==> src/rtl/matvec_pkg.sv <==
// Shared constants and types for the matrix-vector control unit.
// N is the vector length and the matrix row count; LAT is the datapath
// latency from row issue to a valid result.
package matvec_pkg;

    localparam int N   = 8;
    localparam int LAT = 3;
    localparam int XW  = $clog2(N);
    localparam int WW  = 2 * XW;

    typedef enum logic [2:0] {
        IDLE    = 3'd0,
        LOAD_X  = 3'd1,
        LOAD_W  = 3'd2,
        COMPUTE = 3'd3,
        DRAIN   = 3'd4
    } state_t;

    // True when a counter sits on its final value before wrapping.
    function automatic logic at_last(input logic [WW-1:0] cnt, input int limit);
        return cnt == WW'(limit - 1);
    endfunction

endpackage

==> src/rtl/matvec_ctrl_part4_if.sv <==
// Upstream load stream and downstream result stream of the control unit.
// master: the control block; slave: the surrounding producer and consumer.
interface matvec_ctrl_part4_if;
    import matvec_pkg::*;

    logic          in_valid;
    logic          in_ready;
    logic          result_valid;
    logic          result_ready;
    logic [XW-1:0] result_idx;

    modport master (
        input  in_valid,
        input  result_ready,
        output in_ready,
        output result_valid,
        output result_idx
    );

    modport slave (
        output in_valid,
        output result_ready,
        input  in_ready,
        input  result_valid,
        input  result_idx
    );

endinterface

==> src/rtl/matvec_pipe_tracker.sv <==
// LAT-deep valid shift register shadowing the datapath pipeline.
// Everything freezes while a presented result is not accepted, so no
// result can be overwritten or presented twice.
module matvec_pipe_tracker
    import matvec_pkg::*;
(
    input  logic clk,
    input  logic rst,
    input  logic run,           // COMPUTE or DRAIN: datapath pipeline is live
    input  logic issue,         // a new row enters the pipeline this cycle
    input  logic result_ready,
    output logic advance,
    output logic en_pipe,
    output logic en_acc,
    output logic result_valid
);

    // v_reg[k] marks a live row k cycles after issue; v_reg[LAT] is the
    // row currently sitting in the datapath result register.
    logic [LAT:1] v_reg;

    assign result_valid = v_reg[LAT];
    assign advance      = !(v_reg[LAT] && !result_ready);
    assign en_pipe      = advance && run;
    assign en_acc       = v_reg[LAT-1] && advance;

    // Shift valid bits forward whenever the output stage is free to move.
    always_ff @(posedge clk) begin
        if (rst) begin
            v_reg <= '0;
        end else if (advance) begin
            v_reg[1] <= issue;
            for (int k = 2; k <= LAT; k++) begin
                v_reg[k] <= v_reg[k-1];
            end
        end
    end

endmodule

==> src/rtl/matvec_ctrl_part4.sv <==
// Control unit for datapath_part4: sequences loading of the x vector and
// the W matrix from an upstream stream, then issues the N rows and hands
// each result to a downstream consumer with backpressure.
// Optional build macro MATVEC_CTRL_WEIGHT_REUSE_EN adds a reuse_w input
// that skips reloading W when a complete matrix is already resident.
module matvec_ctrl_part4
    import matvec_pkg::*;
(
    input  logic                 clk,
    input  logic                 rst,
    input  logic                 start,
`ifdef MATVEC_CTRL_WEIGHT_REUSE_EN
    input  logic                 reuse_w,
`endif
    matvec_ctrl_part4_if.master  bus,
    output logic [XW-1:0]        addr_x,
    output logic                 wr_en_x,
    output logic [WW-1:0]        addr_w,
    output logic                 wr_en_w,
    output logic                 clear_acc,
    output logic                 en_acc,
    output logic                 en_pipe,
    output logic                 busy,
    output logic                 done
);

    state_t        state_reg;
    logic [XW-1:0] xcnt_reg;
    logic [WW-1:0] wcnt_reg;
    logic [XW-1:0] rowcnt_reg;
    logic [XW-1:0] result_idx_reg;
    logic          done_reg;

    logic          in_ready_c;
    logic          accept;
    logic          advance;
    logic          issue;
    logic          run;
    logic          result_valid;
    logic          handshake;
    logic          skip_w;

`ifdef MATVEC_CTRL_WEIGHT_REUSE_EN
    logic          w_loaded_reg;
    logic          skip_w_reg;
    assign skip_w = skip_w_reg;
`else
    assign skip_w = 1'b0;
`endif

    assign run       = (state_reg == COMPUTE) || (state_reg == DRAIN);
    assign issue     = (state_reg == COMPUTE) && advance;
    assign accept    = bus.in_valid && in_ready_c;
    assign handshake = result_valid && bus.result_ready;

    matvec_pipe_tracker u_tracker (
        .clk          (clk),
        .rst          (rst),
        .run          (run),
        .issue        (issue),
        .result_ready (bus.result_ready),
        .advance      (advance),
        .en_pipe      (en_pipe),
        .en_acc       (en_acc),
        .result_valid (result_valid)
    );

    assign bus.in_ready     = in_ready_c;
    assign bus.result_valid = result_valid;
    assign bus.result_idx   = result_idx_reg;
    assign busy             = (state_reg != IDLE);
    assign done             = done_reg;

    // Datapath strobes and addresses decoded from the current state.
    always_comb begin
        in_ready_c = 1'b0;
        addr_x     = '0;
        wr_en_x    = 1'b0;
        addr_w     = '0;
        wr_en_w    = 1'b0;
        clear_acc  = 1'b0;
        case (state_reg)
            IDLE: begin
                clear_acc = start;
            end
            LOAD_X: begin
                in_ready_c = 1'b1;
                wr_en_x    = bus.in_valid;
                addr_x     = xcnt_reg;
            end
            LOAD_W: begin
                in_ready_c = 1'b1;
                wr_en_w    = bus.in_valid;
                addr_w     = wcnt_reg;
            end
            COMPUTE: begin
                addr_w = {rowcnt_reg, {XW{1'b0}}};
            end
            default: begin
            end
        endcase
    end

    // Job sequencer: state, load/issue/result counters and the done pulse.
    always_ff @(posedge clk) begin
        if (rst) begin
            state_reg      <= IDLE;
            xcnt_reg       <= '0;
            wcnt_reg       <= '0;
            rowcnt_reg     <= '0;
            result_idx_reg <= '0;
            done_reg       <= 1'b0;
`ifdef MATVEC_CTRL_WEIGHT_REUSE_EN
            w_loaded_reg   <= 1'b0;
            skip_w_reg     <= 1'b0;
`endif
        end else begin
            done_reg <= 1'b0;
            if (handshake) begin
                result_idx_reg <= result_idx_reg + 1'b1;
            end
            case (state_reg)
                IDLE: begin
                    if (start) begin
                        state_reg <= LOAD_X;
`ifdef MATVEC_CTRL_WEIGHT_REUSE_EN
                        skip_w_reg <= reuse_w && w_loaded_reg;
`endif
                    end
                end
                LOAD_X: begin
                    if (accept) begin
                        if (xcnt_reg == XW'(N - 1)) begin
                            xcnt_reg  <= '0;
                            state_reg <= skip_w ? COMPUTE : LOAD_W;
                        end else begin
                            xcnt_reg <= xcnt_reg + 1'b1;
                        end
                    end
                end
                LOAD_W: begin
                    if (accept) begin
                        if (at_last(wcnt_reg, N * N)) begin
                            wcnt_reg  <= '0;
                            state_reg <= COMPUTE;
`ifdef MATVEC_CTRL_WEIGHT_REUSE_EN
                            w_loaded_reg <= 1'b1;
`endif
                        end else begin
                            wcnt_reg <= wcnt_reg + 1'b1;
                        end
                    end
                end
                COMPUTE: begin
                    if (issue) begin
                        if (rowcnt_reg == XW'(N - 1)) begin
                            rowcnt_reg <= '0;
                            state_reg  <= DRAIN;
                        end else begin
                            rowcnt_reg <= rowcnt_reg + 1'b1;
                        end
                    end
                end
                DRAIN: begin
                    if (handshake && (result_idx_reg == XW'(N - 1))) begin
                        done_reg       <= 1'b1;
                        state_reg      <= IDLE;
                        result_idx_reg <= '0;
                        rowcnt_reg     <= '0;
                    end
                end
                default: begin
                    state_reg <= IDLE;
                end
            endcase
        end
    end

endmodule

==> src/flat_wrapper.sv <==
// flat-port wrapper written by rule: the top's interface ports become plain ports
module matvec_ctrl_part4_flat import matvec_pkg::*;
  (clk, rst, start, addr_x, wr_en_x, addr_w, wr_en_w, clear_acc, en_acc, en_pipe, busy, done, bus_in_valid, bus_result_ready, bus_in_ready, bus_result_valid, bus_result_idx);
  matvec_ctrl_part4_if bus_i ();
  input  logic clk;
  input  logic rst;
  input  logic start;
  output logic [XW-1:0] addr_x;
  output logic wr_en_x;
  output logic [WW-1:0] addr_w;
  output logic wr_en_w;
  output logic clear_acc;
  output logic en_acc;
  output logic en_pipe;
  output logic busy;
  output logic done;
  input wire logic [$bits(bus_i.in_valid)-1:0] bus_in_valid;
  input wire logic [$bits(bus_i.result_ready)-1:0] bus_result_ready;
  output wire logic [$bits(bus_i.in_ready)-1:0] bus_in_ready;
  output wire logic [$bits(bus_i.result_valid)-1:0] bus_result_valid;
  output wire logic [$bits(bus_i.result_idx)-1:0] bus_result_idx;
  assign bus_i.in_valid = bus_in_valid;
  assign bus_i.result_ready = bus_result_ready;
  assign bus_in_ready = bus_i.in_ready;
  assign bus_result_valid = bus_i.result_valid;
  assign bus_result_idx = bus_i.result_idx;
  matvec_ctrl_part4 u_core (.clk(clk), .rst(rst), .start(start), .bus(bus_i), .addr_x(addr_x), .wr_en_x(wr_en_x), .addr_w(addr_w), .wr_en_w(wr_en_w), .clear_acc(clear_acc), .en_acc(en_acc), .en_pipe(en_pipe), .busy(busy), .done(done));
endmodule
==> config.mk <==
export PLATFORM = sky130hd
export DESIGN_NAME = matvec_ctrl_part4_flat
export DESIGN_NICKNAME = d
export VERILOG_FILES = /design/src/rtl/matvec_pkg.sv /design/src/rtl/matvec_ctrl_part4_if.sv /design/src/rtl/matvec_pipe_tracker.sv /design/src/rtl/matvec_ctrl_part4.sv /design/src/flat_wrapper.sv
export SDC_FILE = /design/constraint.sdc
export NUM_CORES = 1
export LEC_CHECK = 0
export CORE_MARGIN = 3
export CORE_UTILIZATION = 50
export CTS_CLUSTER_SIZE = 25
export DETAILED_ROUTE_END_ITERATION = 12
export GPL_TIMING_DRIVEN = 1
export PLACE_DENSITY = 0.79
export SLEW_MARGIN = 20
export SYNTH_ARGS = -nofsm -noshare
export SYNTH_HDL_FRONTEND = slang
export SYNTH_SLANG_ARGS = --single-unit
==> constraint.sdc <==
create_clock -name clk -period 2.3 [get_ports clk]
set_input_delay 0.575 -clock clk [delete_from_list [all_inputs] [get_ports clk]]
set_output_delay 0.575 -clock clk [all_outputs]
set_load 0.01 [all_outputs]
==> results.yml <==
critical_path:
  worstReg2RegStart: "u_core.state_reg[0]"
  critical_path_buf_inv_count: 1
  cp-endpoint: "addr_x[1]"
  crit_start: "u_core.state_reg[0]"
  crit_type: "reg -> out"
  cpLargestDelayFamily: "buffers and inverters"
  worst-r2r-setup-slack_ps: 530
  reg2reg_to: "u_core.wcnt_reg[5]"
  worst_setup_path_start_kind: "flip-flop"
  r2r_cells: 7
  cp-end-kind: "output port"
  path_depth: 3
  required_ps: 1730
  cp_cell_sequence: "nor3b_2 -> and2_1 -> clkdlybuf4s50_1"
  cp_max_fo: 7
  cpMaxStageDelayCell: "clkdlybuf4s50_1"
  cpPeakStageDelay_ps: 550
  arrival_ps: 1670
logic_synthesis:
  ys.flop_type: "dfxtp_1"
  synth_edf_count: 0
  ys_ff_latch: 22
  syn_area_mm2: 0.00123
  mappedNetlistNets: 159
  synth_top_area_frac: 0.358
  synth_cells: 147
  ys_seq_area_frac: 0.358
  synth_top_area_cell: "dfxtp_1"
  synth_area_leaders: "dfxtp_1, mux2i_1, ha_1"
  ys.warnings.count: 0
  syn_area_per_cell_um2: 8.38
  yosysUniqueCellTypes: 36
  synthArstFlopShare: 0
cts:
  clk_latency_ps: 300
  cts_tree: "built"
  cts_buffers: 3
  clk_pin_slew_ps: 120
  cts_hold_buf: 0
  cts_buffer_depth: 2
  cts_root_buf: "clkbuf_4"
  clkSinkCount: 22
  htreeDepth: 1
sta:
  fin_skew_ps: 1.50
  fmax_ghz: 0.446
  setup_viol: 0
  hold_viol: 0
  rsz0062_at_grt: "yes"
  postLayoutSetupSlackWorst_ps: 57.1
  finalCritPeriodShare: 0.975
  drv_slew: 0
  tightestPinTransition_ps: 653
  relSlewSlack: 0.564
  fin_crit_ps: 2240
routing:
  wl_um: 2900
  drt_iter0_drc: 31
  drtPass1Iterations: 4
  dr_total_vias: 1211
  wl_per_cell_um: 13.6
  ant_nets: 0
  avgViaCountPerCell: 5.69
  route.detailed.drc: 0
floorplan:
  die_w_um: 55.6
  ios: 26
  dieArea_mm2: 0.00309
  die_y_um: 55.6
  row_count: 17
  initial_core_util: 0.541
  core_mm2: 0.00228
finish:
  final_cells: 213
  final_common_cell: "nor2_1"
  drive_gt1_frac: 0.146
  final_cell_mix: "nor2_1, dfxtp_1, buf_4"
  area_growth_syn_to_layout_pct: 35.2
  largest_reg_flops: 6
  diodes: 0
  layout.nets: 198
place:
  numPlacedInstances: 207
  hpwl_um: 2130
  place.gp.congestion: 0.782
  numPortBuffers: 25
  place_ws_ps: -126
worst_hold_path:
  hold_path_class: "reg -> reg"
global_route:
  grt_util_all_layers: 0.186
  first_global_vias: 1118
  grt_pass1_wl_um: 4780
  grt_max_degree: 15
  grt_overflow: 0
  antenna_found_initial: 0
status:
  status: "finished, final reports clean"
power:
  power_density_mw_per_mm2: 468
  p_leak_nw: 0.731
  irDropWorstVdd_mv: 0.483
run:
  cap_viol_max_count: 0
## Yosys cell counts, types with 3 or more instances
cell type and instances:
mux2i_1 9, buf_2 4, nand2_1 12, a211oi_1 3
ha_1 7, clkbuf_1 3, nand2b_1 3, nor3b_1 3
a21oi_1 13, nor3_1 3, inv_1 3, dfxtp_1 22
nand3_1 3, nand4_1 4, and2_1 9, nor2_1 22
o21ai_0 3
## metrics by stage
step,power [W],TNS (ps),utilization,hold WS (ps),instance area (um2)
after floorplan,0.000452,0,-,437,1230
after global placement,0.000497,-358,0.699,450,1590
after detailed placement,0.000499,-398,0.699,462,1590
after CTS,0.000790,0,0.727,479,1660
after global routing,0.000807,-87.4,0.731,512,1660
final,0.000779,0,0.731,479,1660
## what timing repair did
item | 4_1_cts | 5_1_grt
pin swaps | 1 | 0
buffers inserted | 2 | 0
endpoints found under the setup margin | 15 | 8
resized for setup | 11 | 4
## worst min path at each step
stage,start,to,cells past startpoint
finish,u_core.u_tracker.v_reg[1],u_core.u_tracker.v_reg[2],2
global route,u_core.bus.result_idx[1],u_core.bus.result_idx[1],2
CTS,u_core.u_tracker.v_reg[1],u_core.u_tracker.v_reg[2],2
detailed placement,u_core.u_tracker.v_reg[1],u_core.u_tracker.v_reg[2],2
global placement,u_core.u_tracker.v_reg[1],u_core.u_tracker.v_reg[2],2
floorplan,u_core.u_tracker.v_reg[1],u_core.u_tracker.v_reg[2],2
## cell families (layout without fill, tap and decap cells)
logic type	after synthesis	count (layout)	synth area share
and+or+nand+nor	68	68	0.294
AOI/OAI and AO/OA	27	27	0.139
DFF	22	22	0.358
muxes	10	10	0.0823
buffers and inverters	10	48	0.0346
adders and majority gates	7	7	0.0711
xor gates and xnor gates	3	3	0.0213
## tightest hold or removal path, cell delays in order (launching register included)
cell	delay (ps)
dfxtp_1	330
nand2_1	50
a21oi_1	60
## report_power, final
part	internal [W]	switching (W)	leakage, nW
clock network	0.000176	0.000115	0.0279
logic	0.0000482	0.0000450	0.525
registers	0.000387	0.00000750	0.178
## metal layers
layer  up-vias  track usage  wire length, um
li1        604            -                -
met1       562        0.230             1290
met2        43        0.328             1420
met3         2       0.0348              171
met4         0       0.0521               17
met5         -            0                0
## cell type report
cell class,count,area [um2]
clock inverters,1,30.0
clock buffers,3,22.5
repair buffers,41,369
multi-input cells,115,753
flip-flops and latches,22,443
fillers,170,612
inverters,3,11.3
well taps,28,35.0
No activity file was read; power rests on OpenSTA's default activity.
